## config.mk

```make
export PLATFORM = sky130hd
export DESIGN_NAME = wb_port_arbiter_flat
export DESIGN_NICKNAME = d
export VERILOG_FILES = /design/src/rtl/wb_port_arbiter_if.sv /design/src/rtl/wb_port_arbiter.sv /design/src/flat_wrapper.sv
export SDC_FILE = /design/constraint.sdc
export NUM_CORES = 1
export LEC_CHECK = 0
export BUFFER_PORTS_ARGS = -buffer_cell sky130_fd_sc_hd__buf_2
export CORE_UTILIZATION = 59
export CTS_BUF_LIST = sky130_fd_sc_hd__clkbuf_4 sky130_fd_sc_hd__clkbuf_8
export CTS_CLUSTER_SIZE = 20
export DETAILED_ROUTE_END_ITERATION = 12
export PLACE_DENSITY = 0.83
export SLEW_MARGIN = 15
export SYNTH_ARGS = -nofsm -noshare
export SYNTH_HDL_FRONTEND = slang
export SYNTH_SLANG_ARGS = --single-unit
```

## constraint.sdc

```tcl
create_clock -name clk -period 3.2 [get_ports clk]
set_clock_uncertainty 0.05 [all_clocks]
set_input_delay 0.48 -clock clk [delete_from_list [all_inputs] [get_ports clk]]
set_output_delay 0.48 -clock clk [all_outputs]
set_load 0.02 [all_outputs]
```

## src/rtl/wb_port_arbiter_if.sv

```systemverilog
// Write-back port bundle shared by the pipeline, the late requester and the register bank.
// WB_ARB_STATS_EN adds the stall/drop statistics outputs.
interface wb_port_arbiter_if #(
  parameter int unsigned B     = 32,
  parameter int unsigned D     = 5,
  parameter int unsigned DEPTH = 4
);
  localparam int unsigned CntW = $clog2(DEPTH) + 1;

  logic            pipe_we;
  logic [D-1:0]    pipe_waddr;
  logic [B-1:0]    pipe_wdata;
  logic            late_valid;
  logic            late_ready;
  logic [D-1:0]    late_waddr;
  logic [B-1:0]    late_wdata;
  logic            stall_pipe;
  logic            rf_we;
  logic [D-1:0]    rf_waddr;
  logic [B-1:0]    rf_wdata;
  logic [CntW-1:0] late_pending;
`ifdef WB_ARB_STATS_EN
  logic [15:0]     stall_count;
  logic [15:0]     drop_count;
`endif

  // Requesters and register bank side.
  modport master (
    output pipe_we, pipe_waddr, pipe_wdata,
    output late_valid, late_waddr, late_wdata,
    input  late_ready, stall_pipe, rf_we, rf_waddr, rf_wdata, late_pending
`ifdef WB_ARB_STATS_EN
    , input stall_count, drop_count
`endif
  );

  // Arbiter side.
  modport slave (
    input  pipe_we, pipe_waddr, pipe_wdata,
    input  late_valid, late_waddr, late_wdata,
    output late_ready, stall_pipe, rf_we, rf_waddr, rf_wdata, late_pending
`ifdef WB_ARB_STATS_EN
    , output stall_count, drop_count
`endif
  );
endinterface

```

## src/rtl/wb_port_arbiter.sv

```systemverilog
// Register-file write-port arbiter: pipeline write-back has priority, late writes queue in a FIFO
// and a starvation timer forces a one-cycle pipeline stall. WB_ARB_STATS_EN adds statistics.
module wb_port_arbiter #(
  parameter int unsigned B        = 32,
  parameter int unsigned D        = 5,
  parameter int unsigned DEPTH    = 4,
  parameter int unsigned MAX_WAIT = 8
) (
  input logic              clk,
  input logic              reset,
  wb_port_arbiter_if.slave bus
);
  localparam int unsigned PtrW  = $clog2(DEPTH);
  localparam int unsigned CntW  = PtrW + 1;
  localparam int unsigned WaitW = $clog2(MAX_WAIT) + 1;

  logic [D-1:0]     addr_mem_q [DEPTH];
  logic [B-1:0]     data_mem_q [DEPTH];
  logic [PtrW-1:0]  wr_ptr_q, wr_ptr_d, rd_ptr_q, rd_ptr_d;
  logic [CntW-1:0]  count_q, count_d;
  logic [WaitW-1:0] wait_q, wait_d;
  logic             stall_q, stall_d;
  logic             rf_we_q, rf_we_d;
  logic [D-1:0]     rf_waddr_q, rf_waddr_d;
  logic [B-1:0]     rf_wdata_q, rf_wdata_d;

  logic         full, not_empty, push, pop;
  logic [D-1:0] head_addr;
  logic [B-1:0] head_data;

  assign full      = (count_q == CntW'(DEPTH));
  assign not_empty = (count_q != '0);
  assign head_addr = addr_mem_q[rd_ptr_q];
  assign head_data = data_mem_q[rd_ptr_q];
  // Register-0 writes complete the handshake but never occupy a slot.
  assign push      = bus.late_valid && !full && (bus.late_waddr != '0);

  always_comb begin
    rf_we_d    = 1'b0;
    rf_waddr_d = rf_waddr_q;
    rf_wdata_d = rf_wdata_q;
    pop        = 1'b0;
    if (stall_q) begin
      if (not_empty) begin
        pop        = 1'b1;
        rf_we_d    = 1'b1;
        rf_waddr_d = head_addr;
        rf_wdata_d = head_data;
      end
    end else if (bus.pipe_we) begin
      if (bus.pipe_waddr != '0) begin
        rf_we_d    = 1'b1;
        rf_waddr_d = bus.pipe_waddr;
        rf_wdata_d = bus.pipe_wdata;
        // The pipeline write is younger, so a queued write to the same register is dead.
        if (not_empty && (head_addr == bus.pipe_waddr)) pop = 1'b1;
      end
    end else if (not_empty) begin
      pop        = 1'b1;
      rf_we_d    = 1'b1;
      rf_waddr_d = head_addr;
      rf_wdata_d = head_data;
    end
  end

  always_comb begin
    wr_ptr_d = push ? wr_ptr_q + PtrW'(1) : wr_ptr_q;
    rd_ptr_d = pop ? rd_ptr_q + PtrW'(1) : rd_ptr_q;
    unique case ({push, pop})
      2'b10:   count_d = count_q + CntW'(1);
      2'b01:   count_d = count_q - CntW'(1);
      default: count_d = count_q;
    endcase
  end

  always_comb begin
    stall_d = 1'b0;
    wait_d  = wait_q;
    if (!not_empty || pop) begin
      wait_d = '0;
    end else if (wait_q == WaitW'(MAX_WAIT - 1)) begin
      stall_d = 1'b1;
      wait_d  = '0;
    end else begin
      wait_d = wait_q + WaitW'(1);
    end
  end

  always_ff @(posedge clk or negedge reset) begin
    if (!reset) begin
      wr_ptr_q   <= '0;
      rd_ptr_q   <= '0;
      count_q    <= '0;
      wait_q     <= '0;
      stall_q    <= 1'b0;
      rf_we_q    <= 1'b0;
      rf_waddr_q <= '0;
      rf_wdata_q <= '0;
    end else begin
      wr_ptr_q   <= wr_ptr_d;
      rd_ptr_q   <= rd_ptr_d;
      count_q    <= count_d;
      wait_q     <= wait_d;
      stall_q    <= stall_d;
      rf_we_q    <= rf_we_d;
      rf_waddr_q <= rf_waddr_d;
      rf_wdata_q <= rf_wdata_d;
    end
  end

  always_ff @(posedge clk) begin
    if (push) begin
      addr_mem_q[wr_ptr_q] <= bus.late_waddr;
      data_mem_q[wr_ptr_q] <= bus.late_wdata;
    end
  end

  assign bus.late_ready   = !full;
  assign bus.stall_pipe   = stall_q;
  assign bus.rf_we        = rf_we_q;
  assign bus.rf_waddr     = rf_waddr_q;
  assign bus.rf_wdata     = rf_wdata_q;
  assign bus.late_pending = count_q;

`ifdef WB_ARB_STATS_EN
  logic [15:0] stall_cnt_q, stall_cnt_d;
  logic [15:0] drop_cnt_q, drop_cnt_d;
  logic [16:0] drop_sum;
  logic        supersede, reg0_drop;

  assign supersede = !stall_q && bus.pipe_we && (bus.pipe_waddr != '0) && not_empty &&
                     (head_addr == bus.pipe_waddr);
  assign reg0_drop = bus.late_valid && !full && (bus.late_waddr == '0);

  always_comb begin
    stall_cnt_d = stall_cnt_q;
    if (stall_q && (stall_cnt_q != 16'hFFFF)) stall_cnt_d = stall_cnt_q + 16'd1;
    // Both drop sources can fire together, so saturate on a widened sum.
    drop_sum   = {1'b0, drop_cnt_q} + 17'(supersede) + 17'(reg0_drop);
    drop_cnt_d = drop_sum[16] ? 16'hFFFF : drop_sum[15:0];
  end

  always_ff @(posedge clk or negedge reset) begin
    if (!reset) begin
      stall_cnt_q <= '0;
      drop_cnt_q  <= '0;
    end else begin
      stall_cnt_q <= stall_cnt_d;
      drop_cnt_q  <= drop_cnt_d;
    end
  end

  assign bus.stall_count = stall_cnt_q;
  assign bus.drop_count  = drop_cnt_q;
`endif
endmodule

```

## src/flat_wrapper.sv

```systemverilog
// flat-port wrapper written by rule: the top's interface ports become plain ports
module wb_port_arbiter_flat 
#(
  parameter int unsigned B        = 32,
  parameter int unsigned D        = 5,
  parameter int unsigned DEPTH    = 4,
  parameter int unsigned MAX_WAIT = 8
)
  (clk, reset, bus_pipe_we, bus_pipe_waddr, bus_pipe_wdata, bus_late_valid, bus_late_waddr, bus_late_wdata, bus_late_ready, bus_stall_pipe, bus_rf_we, bus_rf_waddr, bus_rf_wdata, bus_late_pending);
  wb_port_arbiter_if #(.B(B), .D(D), .DEPTH(DEPTH)) bus_i ();
  input logic clk;
  input logic reset;
  input wire logic [$bits(bus_i.pipe_we)-1:0] bus_pipe_we;
  input wire logic [$bits(bus_i.pipe_waddr)-1:0] bus_pipe_waddr;
  input wire logic [$bits(bus_i.pipe_wdata)-1:0] bus_pipe_wdata;
  input wire logic [$bits(bus_i.late_valid)-1:0] bus_late_valid;
  input wire logic [$bits(bus_i.late_waddr)-1:0] bus_late_waddr;
  input wire logic [$bits(bus_i.late_wdata)-1:0] bus_late_wdata;
  output wire logic [$bits(bus_i.late_ready)-1:0] bus_late_ready;
  output wire logic [$bits(bus_i.stall_pipe)-1:0] bus_stall_pipe;
  output wire logic [$bits(bus_i.rf_we)-1:0] bus_rf_we;
  output wire logic [$bits(bus_i.rf_waddr)-1:0] bus_rf_waddr;
  output wire logic [$bits(bus_i.rf_wdata)-1:0] bus_rf_wdata;
  output wire logic [$bits(bus_i.late_pending)-1:0] bus_late_pending;
  assign bus_i.pipe_we = bus_pipe_we;
  assign bus_i.pipe_waddr = bus_pipe_waddr;
  assign bus_i.pipe_wdata = bus_pipe_wdata;
  assign bus_i.late_valid = bus_late_valid;
  assign bus_i.late_waddr = bus_late_waddr;
  assign bus_i.late_wdata = bus_late_wdata;
  assign bus_late_ready = bus_i.late_ready;
  assign bus_stall_pipe = bus_i.stall_pipe;
  assign bus_rf_we = bus_i.rf_we;
  assign bus_rf_waddr = bus_i.rf_waddr;
  assign bus_rf_wdata = bus_i.rf_wdata;
  assign bus_late_pending = bus_i.late_pending;
  wb_port_arbiter #(.B(B), .D(D), .DEPTH(DEPTH), .MAX_WAIT(MAX_WAIT)) u_core (.clk(clk), .reset(reset), .bus(bus_i));
endmodule
```

==> results of run 1 <==
sequential cells by signal, indices dropped and copies added, names as in the netlist:
name,cells
u_core.wr_ptr_q,2
u_core.bus.late_pending,3
u_core.bus.rf_wdata,32
u_core.data_mem_q,128
u_core.bus.stall_pipe,1
u_core.rd_ptr_q,2
u_core.addr_mem_q,20
u_core.wait_q,4
u_core.bus.rf_we,1
u_core.bus.rf_waddr,5
kinds of logic after synthesis:
| kind of cell | share of synthesized area [%] |
|---|---|
| buffers and inverters | 3.64 |
| adders and majority gates | 1.23 |
| AOI/OAI and AO/OA | 6.50 |
| DFF | 73.4 |
| xor gates and xnor gates | 1.13 |
| muxes | 11.7 |
| and+or+nand+nor | 2.44 |
metal layers:
| layer | vias up | global-route usage [%] | share of wire [%] |
|---|---|---|---|
| met5 | - | 0 | 0.084 |
| met4 | 2 | 12.2 | 2.5 |
| met3 | 35 | 4.77 | 6.1 |
| met2 | 205 | 42.7 | 53 |
| met1 | 2231 | 29.6 | 38 |
| li1 | 1908 | - | - |
worst max-delay path, delay by kind of cell (launching register included):
kind	cells	cell delay [ps]
adders and majority gates	2	590
xor gates and xnor gates	2	300
buffers and inverters	1	60
AOI/OAI and AO/OA	2	560
and+or+nand+nor	2	280
muxes	1	570
DFF	1	510
final cells by class:
cell class              count  area [µm²]  share of cell area, %
diodes                      1        2.50                 0.0277
inverters                  49         184                   2.04
well taps                 172         215                   2.38
clock buffers              21         277                   3.06
repair buffers            131         733                   8.12
clock inverters            11         106                   1.18
multi-input cells         143        1820                   20.1
flip-flops and latches    198        5700                   63.1
metrics by stage:
stage	total power [W]	std cells
after floorplan	0.00538	411
after global placement	0.00606	693
after detailed placement	0.00619	693
after CTS	0.00771	725
after global routing	0.00800	726
final	0.00764	726
where the power goes:
group          internal, W  switching [W]
registers          0.00341       0.000272
logic              0.00103        0.00139
clock network     0.000740       0.000793
how the worst max path moves through the flow:
stage | startpoint | end | slack (ps) | depth (start not counted)
after floorplan | u_core.rd_ptr_q[0]$_DFFE_PN0P_ | u_core.bus.late_pending[2]$_DFFE_PN0P_ | 420 | 11
final | u_core.rd_ptr_q[0]$_DFFE_PN0P_ | u_core.bus.late_pending[2]$_DFFE_PN0P_ | 190 | 10
after CTS | u_core.rd_ptr_q[0]$_DFFE_PN0P_ | u_core.bus.late_pending[2]$_DFFE_PN0P_ | 180 | 10
after detailed placement | u_core.rd_ptr_q[0]$_DFFE_PN0P_ | u_core.bus.late_pending[2]$_DFFE_PN0P_ | 210 | 10
after global routing | u_core.rd_ptr_q[0]$_DFFE_PN0P_ | u_core.bus.late_pending[2]$_DFFE_PN0P_ | 30 | 10
after global placement | u_core.rd_ptr_q[0]$_DFFE_PN0P_ | u_core.bus.late_pending[2]$_DFFE_PN0P_ | 270 | 10
synth_stat cells, drive strengths merged (2+ instances only):
cell	count
clkbuf	12
nand3	3
nand2	4
and2	4
nor2	8
mux4	37
dfrtp	50
xor2	2
a32oi	2
a21oi	3
edfxtp	148
nor3	5
nand4	2
ha	6
a222oi	37
and2b	2
xnor2	8
inv	49
mux2i	6
o21ai	2
buf	9
==> impl_metrics.prom, run 1 <==
# TYPE chip_impl_metric gauge
chip_impl_info{name="post_synth_main_area_contributors",value="sky130_fd_sc_hd__edfxtp_1 (57%), sky130_fd_sc_hd__dfrtp_1 (16%), sky130_fd_sc_hd__mux4_2 (11%)"} 1
chip_impl_metric{name="drive_gt1_share",unit="%"} 39.6
chip_impl_metric{name="layout.nets",unit=""} 625
chip_impl_metric{name="design_area",unit="µm²"} 9030
chip_impl_metric{name="cts_hold_buffers",unit=""} 0
chip_impl_metric{name="synth_cells",unit=""} 411
chip_impl_info{name="layout_commonest_cell",value="sky130_fd_sc_hd__edfxtp_1"} 1
chip_impl_metric{name="required",unit="ps"} 3530
chip_impl_metric{name="dp_slack",unit="ps"} 208
chip_impl_metric{name="viasPerCell",unit=""} 6.03
chip_impl_info{name="reg2reg_end",value="u_core.bus.late_pending[2]$_DFFE_PN0P_"} 1
chip_impl_metric{name="path_clk_slew",unit="ps"} 90
chip_impl_metric{name="powerDensity",unit="nW/µm²"} 846
chip_impl_metric{name="synth_seq_area_share",unit="%"} 73.4
chip_impl_info{name="regToRegStartpoint",value="u_core.rd_ptr_q[0]$_DFFE_PN0P_"} 1
chip_impl_metric{name="tritoncts.num_buffers",unit=""} 17
chip_impl_metric{name="detailedRoute.firstIterationViolations",unit=""} 386
chip_impl_metric{name="overflow",unit=""} 0
chip_impl_metric{name="async_sr_flop_fraction",unit="%"} 25.3
chip_impl_info{name="crit_path_frequent_cell",value="sky130_fd_sc_hd__xor2_1"} 1
chip_impl_info{name="synth_top_cell_by_area",value="sky130_fd_sc_hd__edfxtp_1"} 1
chip_impl_metric{name="synth-warning-count",unit=""} 0
chip_impl_metric{name="initial_core_util",unit="%"} 61.0
chip_impl_metric{name="floorplan.die_area",unit="µm²"} 13600
chip_impl_metric{name="postRouteWirelength",unit="µm"} 15500
chip_impl_metric{name="detail_route.first_pass.iterations",unit=""} 6
chip_impl_info{name="rsz0062_at_grt",value="no"} 1
chip_impl_metric{name="timing.final.crit_share",unit="%"} 93.9
chip_impl_metric{name="clk_latency",unit="ps"} 460
chip_impl_metric{name="post_route_setup_tns",unit="ps"} 0
chip_impl_metric{name="worst_slew_pin_slew",unit="ps"} 1210
chip_impl_metric{name="cp_data_arrival_time",unit="ps"} 3340
chip_impl_metric{name="fmax",unit="GHz"} 0.333
chip_impl_metric{name="die_height",unit="µm"} 117
chip_impl_metric{name="final_count_of_pins_violating_max_slew",unit=""} 0
chip_impl_metric{name="per_cell_routed_wire_length",unit="µm"} 21.3
chip_impl_metric{name="post_cts.repair.setup_buffers",unit=""} 0
chip_impl_metric{name="worst_slew_margin_rel",unit="%"} 19.4
chip_impl_metric{name="syn_avg_cell_area",unit="µm²"} 18.9
chip_impl_metric{name="floorplan.core_area",unit="µm²"} 12700
chip_impl_metric{name="yosys_cell_types",unit=""} 41
chip_impl_metric{name="clockBufferDepth",unit=""} 2
chip_impl_info{name="type_of_destination_of_the_critical_path",value="flop"} 1
chip_impl_metric{name="gr-usage-all-layers",unit="%"} 24.6
chip_impl_metric{name="max-cap-violations",unit=""} 0
chip_impl_info{name="cp_slowest_cell",value="sky130_fd_sc_hd__mux4_2"} 1
chip_impl_metric{name="final_period_minus_worst_setup_slack",unit="ps"} 3010
chip_impl_metric{name="synth.net_count",unit=""} 496
chip_impl_metric{name="ports",unit=""} 121
chip_impl_metric{name="route.detailed.drc",unit=""} 0
chip_impl_info{name="cts_root_buf",value="sky130_fd_sc_hd__clkbuf_8"} 1
chip_impl_metric{name="synth_largest_type_area_fraction",unit="%"} 57.3
chip_impl_metric{name="flow.area_growth_from_synthesis",unit="%"} 16.4
chip_impl_metric{name="fillers",unit=""} 825
chip_impl_info{name="status",value="complete, no violations"} 1
chip_impl_info{name="path_category_of_the_worst_min_delay_check",value="primary input to async pin"} 1
chip_impl_metric{name="gp_congestion",unit=""} 0.881
chip_impl_metric{name="grt_max_degree",unit=""} 39
chip_impl_info{name="layout.cells.most_common_list",value="sky130_fd_sc_hd__edfxtp_1 (148), sky130_fd_sc_hd__buf_2 (120), sky130_fd_sc_hd__inv_1 (48), sky130_fd_sc_hd__dfrtp_1 (48)"} 1
chip_impl_metric{name="cts_resizes",unit=""} 0
chip_impl_info{name="cts_tree",value="done"} 1
chip_impl_metric{name="critical_path.max_fanout",unit=""} 9
chip_impl_metric{name="grt_pass1_wl",unit="µm"} 23600
chip_impl_metric{name="fin_util",unit="%"} 71.0
chip_impl_info{name="synth_flop_cell",value="sky130_fd_sc_hd__edfxtp_1"} 1
chip_impl_metric{name="die-width",unit="µm"} 117
chip_impl_metric{name="mappedNetlistArea",unit="µm²"} 7760
chip_impl_info{name="setup.worst_path.class",value="flop to flop"} 1
chip_impl_metric{name="vdd_ir_drop_max",unit="mV"} 0.502
chip_impl_metric{name="power.leakage",unit="nW"} 3.57
chip_impl_metric{name="antenna_found_initial",unit=""} 2
chip_impl_metric{name="cts-htree-levels",unit=""} 4
chip_impl_metric{name="route.antenna.remaining_nets",unit=""} 0
chip_impl_metric{name="rows",unit=""} 41
chip_impl_metric{name="ys_seq_elements",unit=""} 198
chip_impl_metric{name="worst_hold_slack",unit="ps"} 13.9
chip_impl_metric{name="timing.reg2reg.worst_path_depth",unit=""} 10
chip_impl_metric{name="number_of_flops_mapped_to_enable_cells_by_yosys",unit=""} 148
chip_impl_metric{name="timing.final.setup_violations",unit=""} 0
chip_impl_metric{name="post_layout_worst_setup_margin",unit="ps"} 194
chip_impl_metric{name="grt_pass1_vias",unit=""} 4504
chip_impl_metric{name="critical_path_max_stage_delay",unit="ps"} 570
chip_impl_metric{name="final_hold_viol_count",unit=""} 0
chip_impl_info{name="worst_path_cell_trace",value="mux4_2 -> a22oi_2 -> nand4_4 -> o31ai_4 -> ha_1 -> inv_1 -> fa_1 -> xor2_1 -> nor2_1 -> xor2_1"} 1
chip_impl_metric{name="area_after_detailed_placement",unit="µm²"} 8650
chip_impl_metric{name="tritoncts_num_sinks",unit=""} 198
chip_impl_metric{name="numPortBuffers",unit=""} 120
chip_impl_metric{name="vias",unit=""} 4381
chip_impl_info{name="setup.worst_path.start_class",value="flop"} 1
chip_impl_metric{name="regToRegSetupSlack",unit="ps"} 190
chip_impl_metric{name="hpwl",unit="µm"} 10300
Note: power is estimated with default switching activity, not from simulation.
==> run 2: changes to the inputs <==
--- a/config.mk
+++ b/config.mk
@@ -6,6 +6,7 @@
 export NUM_CORES = 1
 export LEC_CHECK = 0
 export BUFFER_PORTS_ARGS = -buffer_cell sky130_fd_sc_hd__buf_2
+export CORE_ASPECT_RATIO = 0.75
 export CORE_UTILIZATION = 59
 export CTS_BUF_LIST = sky130_fd_sc_hd__clkbuf_4 sky130_fd_sc_hd__clkbuf_8
 export CTS_CLUSTER_SIZE = 20
==> run 2 against run 1 <==
  * Sequential share of layout area down 0.13 points
  * Die area about the same
  * Non-clock buffer count up 4
  * Sequential power about the same
  * Core utilization up 1.0 points
  * Design area up 0.21%
  * First-iteration DRC count up 41%
  * Count of clock-buffer cells in the layout down 3
  * Combinational power up 2%
  * Flip-flop and latch count unchanged
  * Via count about the same
  * Critical endpoint unchanged
==> impl_metrics.prom, run 2 (synthesis results as in run 1) <==
# TYPE chip_impl_metric gauge
chip_impl_info{name="status",value="complete, no violations"} 1
chip_impl_metric{name="final_count_of_pins_violating_max_slew",unit=""} 0
chip_impl_metric{name="floorplan.die_area",unit="µm²"} 13600
chip_impl_metric{name="worst_slew_margin_rel",unit="%"} 31.5
chip_impl_metric{name="grt_pass1_vias",unit=""} 4566
chip_impl_metric{name="detailedRoute.firstIterationViolations",unit=""} 544
chip_impl_metric{name="cts-htree-levels",unit=""} 4
chip_impl_info{name="setup.worst_path.start_class",value="flop"} 1
chip_impl_metric{name="postRouteWirelength",unit="µm"} 16200
chip_impl_metric{name="initial_core_util",unit="%"} 61.7
chip_impl_metric{name="grt_max_degree",unit=""} 39
chip_impl_info{name="type_of_destination_of_the_critical_path",value="flop"} 1
chip_impl_metric{name="tritoncts.num_buffers",unit=""} 17
chip_impl_info{name="cts_tree",value="done"} 1
chip_impl_metric{name="fmax",unit="GHz"} 0.330
chip_impl_metric{name="tritoncts_num_sinks",unit=""} 198
chip_impl_info{name="largest_register",value="u_core.data_mem_q"} 1
chip_impl_metric{name="final_period_minus_worst_setup_slack",unit="ps"} 3030
chip_impl_metric{name="vias",unit=""} 4379
chip_impl_metric{name="timing.final.setup_violations",unit=""} 0
chip_impl_metric{name="die-width",unit="µm"} 134
chip_impl_metric{name="timing.reg2reg.worst_path_depth",unit=""} 10
chip_impl_metric{name="largest_register_ff_count",unit=""} 128
chip_impl_metric{name="cts_hold_buffers",unit=""} 0
chip_impl_metric{name="layout.nets",unit=""} 629
chip_impl_metric{name="clk_latency",unit="ps"} 460
chip_impl_info{name="cts_root_buf",value="sky130_fd_sc_hd__clkbuf_8"} 1
chip_impl_info{name="path_category_of_the_worst_min_delay_check",value="primary input to async pin"} 1
chip_impl_metric{name="grt_pass1_wl",unit="µm"} 24900
chip_impl_metric{name="powerDensity",unit="nW/µm²"} 847
chip_impl_info{name="setup.worst_path.class",value="flop to flop"} 1
chip_impl_metric{name="gr-usage-all-layers",unit="%"} 25.6
chip_impl_metric{name="viasPerCell",unit=""} 6.05
chip_impl_info{name="crit_path_frequent_cell",value="sky130_fd_sc_hd__xor2_1"} 1
chip_impl_info{name="layout.cells.most_common_list",value="sky130_fd_sc_hd__edfxtp_1 (148), sky130_fd_sc_hd__buf_2 (120), sky130_fd_sc_hd__inv_1 (48), sky130_fd_sc_hd__dfrtp_1 (48)"} 1
chip_impl_metric{name="per_cell_routed_wire_length",unit="µm"} 22.3
chip_impl_info{name="rsz0062_at_grt",value="no"} 1
chip_impl_metric{name="critical_path_max_stage_delay",unit="ps"} 570
chip_impl_metric{name="ports",unit=""} 121
chip_impl_metric{name="detail_route.first_pass.iterations",unit=""} 8
chip_impl_metric{name="vdd_ir_drop_max",unit="mV"} 0.556
chip_impl_info{name="layout_commonest_cell",value="sky130_fd_sc_hd__edfxtp_1"} 1
chip_impl_metric{name="flow.area_growth_from_synthesis",unit="%"} 16.6
chip_impl_metric{name="rows",unit=""} 35
chip_impl_metric{name="worst_slew_pin_slew",unit="ps"} 1020
chip_impl_metric{name="final_hold_viol_count",unit=""} 0
chip_impl_metric{name="drive_gt1_share",unit="%"} 40.0
chip_impl_metric{name="cp_data_arrival_time",unit="ps"} 3370
chip_impl_metric{name="clockBufferDepth",unit=""} 2
chip_impl_metric{name="overflow",unit=""} 0
chip_impl_metric{name="floorplan.core_area",unit="µm²"} 12600
chip_impl_metric{name="hpwl",unit="µm"} 10400
chip_impl_metric{name="path_clk_slew",unit="ps"} 100
chip_impl_metric{name="cts_resizes",unit=""} 0
chip_impl_metric{name="critical_path.max_fanout",unit=""} 11
chip_impl_metric{name="timing.final.crit_share",unit="%"} 94.6
chip_impl_metric{name="numPortBuffers",unit=""} 120
chip_impl_metric{name="power.leakage",unit="nW"} 3.57
chip_impl_metric{name="route.antenna.remaining_nets",unit=""} 0
chip_impl_metric{name="route.detailed.drc",unit=""} 0
chip_impl_info{name="cp_slowest_cell",value="sky130_fd_sc_hd__mux4_2"} 1
chip_impl_metric{name="post_cts.repair.setup_buffers",unit=""} 0
chip_impl_metric{name="gp_congestion",unit=""} 0.882
chip_impl_metric{name="max-cap-violations",unit=""} 0
chip_impl_metric{name="required",unit="ps"} 3550
chip_impl_metric{name="fin_util",unit="%"} 72.0
chip_impl_info{name="worst_path_cell_trace",value="mux4_2 -> a22oi_2 -> nand4_4 -> o31ai_4 -> ha_1 -> inv_1 -> fa_1 -> xor2_1 -> nor2_1 -> xor2_1"} 1
chip_impl_metric{name="antenna_found_initial",unit=""} 3
chip_impl_metric{name="post_route_setup_tns",unit="ps"} 0
chip_impl_metric{name="die_height",unit="µm"} 101
==> run 2: layout make-up <==
| class | instances | area (µm²) |
|---|---|---|
| flip-flops and latches | 198 | 5700 |
| well taps | 166 | 208 |
| clock inverters | 14 | 118 |
| inverters | 49 | 184 |
| multi-input cells | 143 | 1820 |
| clock buffers | 18 | 241 |
| diodes | 1 | 2.50 |
| repair buffers | 135 | 783 |
| fillers | 773 | 3520 |
==> run 2: worst paths after layout <==
kind                                                     endpoint  slack, ps                            from
min reg2reg                            u_core.wait_q[0]$_DFF_PN0_        430      u_core.wait_q[0]$_DFF_PN0_
max in group asynchronous     u_core.bus.rf_wdata[28]$_DFFE_PN0P_       2290                           reset
min                           u_core.bus.rf_wdata[19]$_DFFE_PN0P_          7                           reset
max                        u_core.bus.late_pending[2]$_DFFE_PN0P_        170  u_core.rd_ptr_q[0]$_DFFE_PN0P_
min in group clk               u_core.data_mem_q[0][15]$_DFFE_PP_        170              bus_late_wdata[15]
max reg2reg                u_core.bus.late_pending[2]$_DFFE_PN0P_        170  u_core.rd_ptr_q[0]$_DFFE_PN0P_
==> run 2: stage by stage <==
stage	instances	power, W	area (µm²)	hold slack [ps]	worst slack (ps)
floorplan	411	0.00538	7760	134	423
global placement	688	0.00608	8650	415	206
detailed placement	688	0.00621	8650	414	137
CTS	720	0.00769	9000	17.9	138
global route	724	0.00803	9050	33.6	16.0
finish	724	0.00767	9050	6.88	172
==> run 2: critical path: cells and delay by family, from the launching register on <==
| family | cells | cell delay, ps |
|---|---|---|
| AOI/OAI and AO/OA | 2 | 570 |
| xor gates and xnor gates | 2 | 300 |
| adders and majority gates | 2 | 580 |
| buffers and inverters | 1 | 60 |
| DFF | 1 | 540 |
| muxes | 1 | 570 |
| and+or+nand+nor | 2 | 290 |
==> run 2: where the power goes <==
group,internal (W),switching (W)
logic,0.00106,0.00142
registers,0.00341,0.000282
clock network,0.000570,0.000923
total,0.00504,0.00262
==> run 2: metal layers <==
metal	vias up	share of wire (%)	routed length [µm]	global-route usage, %
met2	197	50	8100	42.1
met5	-	0.062	10	0
li1	1910	-	-	-
met1	2246	41	6580	33.3
met4	2	1.3	214	8.56
met3	24	7.7	1250	7.51
